`src/rtl/mem_access_stage.sv`:
```
// Memory-access stage: runs loads/stores over a req/gnt/rvalid data bus and
// retires fully resolved write-back data as a registered one-cycle pulse.
module mem_access_stage #(
    parameter int XLEN   = 64,
    parameter int ADDR_W = 64
) (
    input  logic              clk,
    input  logic              rst,
    // Execute side: an instruction transfers on a cycle with ex_valid && ex_ready.
    input  logic              ex_valid,
    output logic              ex_ready,
    input  logic [XLEN-1:0]   ex_alu_res,
    input  logic [XLEN-1:0]   ex_rs2_data,
    input  logic [4:0]        ex_rd,
    input  logic              ex_reg_wr,
    input  logic              ex_w_ena,
    input  logic              ex_mem_rd,
    input  logic              ex_mem_wr,
    input  logic [2:0]        ex_funct3,
    // Memory side: request held stable until dmem_gnt; load data on dmem_rvalid.
    output logic              dmem_req,
    output logic              dmem_we,
    output logic [ADDR_W-1:0] dmem_addr,
    output logic [XLEN-1:0]   dmem_wdata,
    output logic [7:0]        dmem_wstrb,
    input  logic              dmem_gnt,
    input  logic              dmem_rvalid,
    input  logic [XLEN-1:0]   dmem_rdata,
    // Writeback side
    output logic [XLEN-1:0]   m_data,
    output logic              m_w_ena,
    output logic [4:0]        m_w_addr,
    output logic              reg_wr,
    output logic              wb_signal,
    output logic              misalign,
    output logic [1:0]        dbg_state
);

    typedef enum logic [1:0] {
        S_IDLE = 2'd0,
        S_REQ  = 2'd1,
        S_WAIT = 2'd2
    } state_t;

    state_t            state_q;

    logic [4:0]        rd_q;
    logic              w_ena_q;
    logic              lat_reg_wr_q;
    logic [2:0]        funct3_q;
    logic [2:0]        off_q;

    logic              dmem_req_q;
    logic              dmem_we_q;
    logic [ADDR_W-1:0] dmem_addr_q;
    logic [XLEN-1:0]   dmem_wdata_q;
    logic [7:0]        dmem_wstrb_q;

    logic [XLEN-1:0]   m_data_q;
    logic              m_w_ena_q;
    logic [4:0]        m_w_addr_q;
    logic              reg_wr_q;
    logic              misalign_q;

    logic              accept;
    logic              is_mem;
    logic              aligned;
    logic [2:0]        ex_off;
    logic [7:0]        size_mask;
    logic [7:0]        wstrb_d;
    logic [XLEN-1:0]   wdata_d;
    logic [XLEN-1:0]   load_shift;
    logic [XLEN-1:0]   load_data_d;

    assign ex_ready = (state_q == S_IDLE) && !rst;
    assign accept   = ex_valid && ex_ready;

    // Decode of the instruction currently offered by execute.
    always_comb begin
        ex_off    = ex_alu_res[2:0];
        is_mem    = ex_mem_rd | ex_mem_wr;
        aligned   = 1'b0;
        size_mask = 8'h00;
        case (ex_funct3)
            3'b000, 3'b100: aligned = 1'b1;
            3'b001, 3'b101: aligned = ~ex_off[0];
            3'b010, 3'b110: aligned = (ex_off[1:0] == 2'b00);
            3'b011:         aligned = (ex_off == 3'b000);
            default:        aligned = 1'b0;
        endcase
        case (ex_funct3[1:0])
            2'b00:   size_mask = 8'h01;
            2'b01:   size_mask = 8'h03;
            2'b10:   size_mask = 8'h0F;
            default: size_mask = 8'hFF;
        endcase
        wstrb_d = size_mask << ex_off;
        wdata_d = ex_rs2_data << {ex_off, 3'b000};
    end

    // Lane extraction of the returned doubleword with sign/zero extension.
    always_comb begin
        load_shift  = dmem_rdata >> {off_q, 3'b000};
        load_data_d = '0;
        case (funct3_q)
            3'b000:  load_data_d = {{(XLEN-8){load_shift[7]}}, load_shift[7:0]};
            3'b001:  load_data_d = {{(XLEN-16){load_shift[15]}}, load_shift[15:0]};
            3'b010:  load_data_d = {{(XLEN-32){load_shift[31]}}, load_shift[31:0]};
            3'b011:  load_data_d = load_shift;
            3'b100:  load_data_d = {{(XLEN-8){1'b0}}, load_shift[7:0]};
            3'b101:  load_data_d = {{(XLEN-16){1'b0}}, load_shift[15:0]};
            3'b110:  load_data_d = {{(XLEN-32){1'b0}}, load_shift[31:0]};
            default: load_data_d = '0;
        endcase
    end

    always_ff @(posedge clk or posedge rst) begin
        if (rst) begin
            state_q      <= S_IDLE;
            rd_q         <= '0;
            w_ena_q      <= 1'b0;
            lat_reg_wr_q <= 1'b0;
            funct3_q     <= '0;
            off_q        <= '0;
            dmem_req_q   <= 1'b0;
            dmem_we_q    <= 1'b0;
            dmem_addr_q  <= '0;
            dmem_wdata_q <= '0;
            dmem_wstrb_q <= '0;
            m_data_q     <= '0;
            m_w_ena_q    <= 1'b0;
            m_w_addr_q   <= '0;
            reg_wr_q     <= 1'b0;
            misalign_q   <= 1'b0;
        end else begin
            // Retire registers default to a bubble every cycle.
            m_data_q   <= '0;
            m_w_ena_q  <= 1'b0;
            m_w_addr_q <= '0;
            reg_wr_q   <= 1'b0;
            misalign_q <= 1'b0;
            case (state_q)
                S_IDLE: begin
                    if (accept) begin
                        if (!is_mem) begin
                            m_data_q   <= ex_alu_res;
                            m_w_ena_q  <= ex_w_ena;
                            m_w_addr_q <= ex_rd;
                            reg_wr_q   <= ex_reg_wr;
                        end else if (!aligned) begin
                            misalign_q <= 1'b1;
                        end else begin
                            rd_q         <= ex_rd;
                            w_ena_q      <= ex_w_ena;
                            lat_reg_wr_q <= ex_reg_wr;
                            funct3_q     <= ex_funct3;
                            off_q        <= ex_off;
                            dmem_req_q   <= 1'b1;
                            // A request flagged both read and write is a load.
                            dmem_we_q    <= ~ex_mem_rd;
                            dmem_addr_q  <= {ex_alu_res[ADDR_W-1:3], 3'b000};
                            dmem_wdata_q <= wdata_d;
                            dmem_wstrb_q <= ex_mem_rd ? 8'h00 : wstrb_d;
                            state_q      <= S_REQ;
                        end
                    end
                end
                S_REQ: begin
                    if (dmem_gnt) begin
                        dmem_req_q <= 1'b0;
                        state_q    <= dmem_we_q ? S_IDLE : S_WAIT;
                    end
                end
                S_WAIT: begin
                    if (dmem_rvalid) begin
                        m_data_q   <= load_data_d;
                        m_w_ena_q  <= w_ena_q;
                        m_w_addr_q <= rd_q;
                        reg_wr_q   <= lat_reg_wr_q;
                        state_q    <= S_IDLE;
                    end
                end
                default: state_q <= S_IDLE;
            endcase
        end
    end

    assign dmem_req   = dmem_req_q;
    assign dmem_we    = dmem_we_q;
    assign dmem_addr  = dmem_addr_q;
    assign dmem_wdata = dmem_wdata_q;
    assign dmem_wstrb = dmem_wstrb_q;

    assign m_data     = m_data_q;
    assign m_w_ena    = m_w_ena_q;
    assign m_w_addr   = m_w_addr_q;
    assign reg_wr     = reg_wr_q;
    assign misalign   = misalign_q;
    // Write-back data is already resolved here, so MemtoReg never selects memory.
    assign wb_signal  = 1'b0;
    assign dbg_state  = state_q;

endmodule

```
`config.mk`:
```
export PLATFORM = sky130hd
export DESIGN_NAME = mem_access_stage
export DESIGN_NICKNAME = d
export VERILOG_FILES = /design/src/rtl/mem_access_stage.sv
export SDC_FILE = /design/constraint.sdc
export NUM_CORES = 1
export LEC_CHECK = 0
export ABC_AREA = 1
export BUFFER_PORTS_ARGS = -buffer_cell sky130_fd_sc_hd__buf_4
export CORE_ASPECT_RATIO = 0.6
export CORE_MARGIN = 1
export CORE_UTILIZATION = 39
export CTS_BUF_LIST = sky130_fd_sc_hd__clkbuf_4
export DETAILED_ROUTE_END_ITERATION = 7
export GPL_TIMING_DRIVEN = 0
export PLACE_DENSITY = 0.66
export SYNTH_ARGS = -nofsm -noshare
export SYNTH_HDL_FRONTEND = slang
export SYNTH_SLANG_ARGS = --single-unit
```
`constraint.sdc`:
```
create_clock -name clk -period 7.22 [get_ports clk]
set_input_delay 0.361 -clock clk [delete_from_list [all_inputs] [get_ports clk]]
set_output_delay 0.361 -clock clk [all_outputs]
set_load 0.01 [all_outputs]
```
==> results by group <==
Status
  – Status: finished clean

Global route
  – Initial antenna violation count: 3
  – Global route overflow: 0
  – First-pass GRT wire length: 92.1 mm
  – Gr usage total: 0.389
  – Largest net degree at the start of global routing: 117
  – Vias in the first global route: 14280

Critical path
  – CP max-delay cell: nor2_2
  – Worst reg-to-reg setup slack: between 4 and 5 ns
  – Worst-path cell chain: dlygate4sd3_1 -> buf_4 -> inv_8 -> buf_16 -> nand3_1 -> nor2_2 -> inv_1 -> clkbuf_1 -> o22ai_1
  – WS Path Type: in -> reg
  – Worst setup EP type: flop
  – CP delay by family, top: buffers and inverters
  – Max FO, Critical Path: about 120
  – CP arrival: 4.03 ns
  – Worst path max stage delay: 0.65 ns
  – Startpoint types: input pin
  – CP Buf/Inv Count: 6
  – Worst EP required: 7.83 ns

Floorplanning
  – Initial Util: 0.404
  – Core area: 0.0305 sq mm
  – I/O Pins: 423
  – Die Wd: 231 um
  – Die Area: 0.0323 sq mm
  – Site Rows: 49
  – Die Y: 140 um

Hold path
  – Hold Crit Class: in -> reg

Pwr
  – Leakage power: about 9.3 nW
  – Max IR drop VDD: 0.178 mV
  – Power per cell area: 285 mW/mm^2
  – Power Total: around 5 mW

Detailed routing
  – Post-Route WL: 64.0 mm
  – DRC: 0
  – Length of the first detailed-routing pass in iterations: 6
  – Final antenna-violating net count: 0
  – Routed WL per cell: 23.8 um
  – Vias: 15022
  – Number of DRC markers in iteration 0: 1632
  – Avg Vias per Cell: between 5 and 6

Timing
  – Fin crit period: about 3.4 ns
  – Hold WS: 0.0545 ns
  – Layout Skew: 0.0660 ns
  – Slew margin rel.: 0.228
  – Number of hold violations in the final report: 0
  – Final Cycle Share: 0.474
  – Fmax achieved: a little under 300 MHz
  – Count of final setup violators: 0
  – Worst Tran Pin Value: between 1 and 1.5 ns
  – RSZ-0062 raised after global routing: false
  – Final Max Tran Viols: 0
  – Final worst-path setup slack: 3.80 ns

Final layout
  – Layout cell share with drive strength beyond 1: 0.272
  – Layout Nets: 2447
  – Area growth, synth to finish: 41.9%
  – Final instance area: 0.0175 sq mm

Synth
  – Syn Area/Cell: 7.32 sq um
  – Syn Inst Count: about 1700
  – Synth Area in Adders: 0
  – XOR/XNOR Fraction of Synth Area: 0
  – Yosys cell types: 39
  – Seq/Total Area, Yosys: 0.451
  – Synth Area in Compound Gates: 0.149
  – Synth warnings: 0
  – Mux cell area share after synthesis: 0.00975
  – Post-synthesis register bit count: 222
  – Largest family of logic cells by synthesized area: simple AND/OR/NAND/NOR gates
  – Synth Cell Area: 0.0123 sq mm
  – Post-Synth Simple-Gate Area: 0.312

Placed design
  – Dpl cell area: 0.0160 sq mm
  – Gpl congestion: 1.08
  – Pre-CTS WS: 3.45 ns
  – Number of port buffers: 414
  – Hpwl dp: approximately 50 mm

CTS
  – Cts repair resizes: 0
  – Root Driver: clkbuf_4
  – Max Root-Sink Buffers: 3
  – CTS buffer count: 53
  – H-tree depth: 2
  – CTS Hold Bufs: between 80 and 90
  – Post-CTS Setup Bufs: 0
  – Clk_lat worst skew: 0.76 ns
  – Clock sink count: 222
  – Reg clk slew, reported paths: roughly 0.080 ns
  – CTS tree: done

Job
  – Max Cap Violations: 0
-- cell usage after synthesis --
library cell / n / area (sq um)
buf_6: 16 / 180
nor2_4: 2 / 22.5
nor3_2: 1 / 10.0
nand4_1: 43 / 269
inv_1: 49 / 184
o32ai_1: 1 / 8.76
nand3_2: 1 / 10.0
o211ai_1: 30 / 225
nand2_1: 744 / 2790
o221ai_1: 1 / 8.76
conb_1: 1 / 3.75
inv_2: 8 / 30.0
o31ai_1: 28 / 210
a21boi_0: 1 / 7.51
o21bai_1: 1 / 7.51
and2_1: 3 / 18.8
o21ai_2: 1 / 8.76
a31oi_1: 4 / 25.0
nand3_1: 98 / 490
a21oi_2: 1 / 8.76
clkbuf_1: 36 / 135
buf_2: 58 / 290
nand2_2: 1 / 6.26
o21a_1: 6 / 45.0
or2_2: 10 / 62.6
dfrtp_1: 222 / 5560
inv_4: 1 / 6.26
o211ai_2: 7 / 87.6
o22ai_1: 3 / 18.8
nor2_1: 37 / 139
o21ai_1: 51 / 255
mux2i_1: 12 / 120
buf_1: 8 / 30.0
o21ai_0: 130 / 651
a21oi_1: 46 / 230
a31oi_4: 1 / 21.3
nor2_2: 4 / 25.0
buf_4: 13 / 97.6
a22oi_1: 3 / 22.5
-- worst min-delay path, stage by stage --
cell and delay (ns):
buf_4 0.09, mux2i_1 0.09, nand2_1 0.07, nand4_1 0.10, o211ai_2 0.07
-- path summary, 6_finish.rpt --
path	from	end	cells after the start
worst min-delay path	ex_rs2_data[39]	dmem_wdata[39]	5
min in group asynchronous	rst	m_w_addr[2]	3
worst max-delay path	rst	m_data[0]	9
max in group asynchronous	rst	m_data[59]	4
worst min register to register	dmem_addr[44]	dmem_addr[44]	2
worst max register to register	off_q[2]	m_data[19]	7
-- through the flow --
stage,cells,utilization,TNS [ns]
after floorplan,1686,-,0
final,2689,0.573,0
after global placement,2508,0.522,-744.98
after CTS,2686,0.572,0
after detailed placement,2509,0.524,0
after global routing,2689,0.573,0
-- per-layer routing --
layer / GRT usage / wire length, um / part of all wire / up-vias
li1: - / - / - / 6655
met1: 0.584 / 29100 / 0.45 / 7289
met2: 0.516 / 25000 / 0.39 / 975
met3: 0.151 / 8710 / 0.14 / 103
met4: 0.0854 / 1200 / 0.019 / 0
met5: 0 / 0 / 0 / -
-- final cells by class --
cell class | instances | area (sq um)
fillers | 2838 | 13100
multi-input cells | 1275 | 5820
flip-flops and latches | 222 | 5560
repair buffers | 497 | 3960
plain buffers | 131 | 733
clock buffers | 71 | 533
well taps | 408 | 510
inverters | 58 | 228
clock inverters | 24 | 135
diodes | 3 | 7.51
-- where the power goes --
part,internal [mW],total (mW),switching [mW]
registers,1.50,1.68,0.184
clock network,0.499,1.08,0.580
logic,0.817,2.21,1.40
-- cells by family after synthesis --
logic type             after synthesis
AOI/OAI and AO/OA                  315
other                                1
and+or+nand+nor                    944
DFF                                222
buffers and inverters              189
muxes                               12
-- sequential cells by signal (all words and copies together) (netlist names), 3 cells and up --
register	cells
dmem_wstrb	8
off_q	3
funct3_q	3
dmem_wdata	64
m_w_addr	5
dmem_addr	61
rd_q	5
m_data	64
-- cell usage in the layout (no fill, tap or decap), types with 2 or more instances in the layout --
cell and n:
a21oi_1 46, a22oi_1 3, a31oi_1 4, and2_1 3, buf_1 8, buf_2 58, buf_4 427, buf_6 16
clkbuf_1 36, clkbuf_4 71, clkinv_1 16, clkinv_2 4, conb_1 4, dfrtp_1 222, diode_2 3, dlygate4sd3_1 82
inv_1 48, inv_2 8, mux2i_1 12, nand2_1 744, nand3_1 98, nand4_1 43, nor2_1 37, nor2_2 4
nor2_4 2, o211ai_1 30, o211ai_2 7, o21a_1 6, o21ai_0 130, o21ai_1 51, o22ai_1 3, o31ai_1 28
or2_2 10
Power figures use the tool's default switching activity.
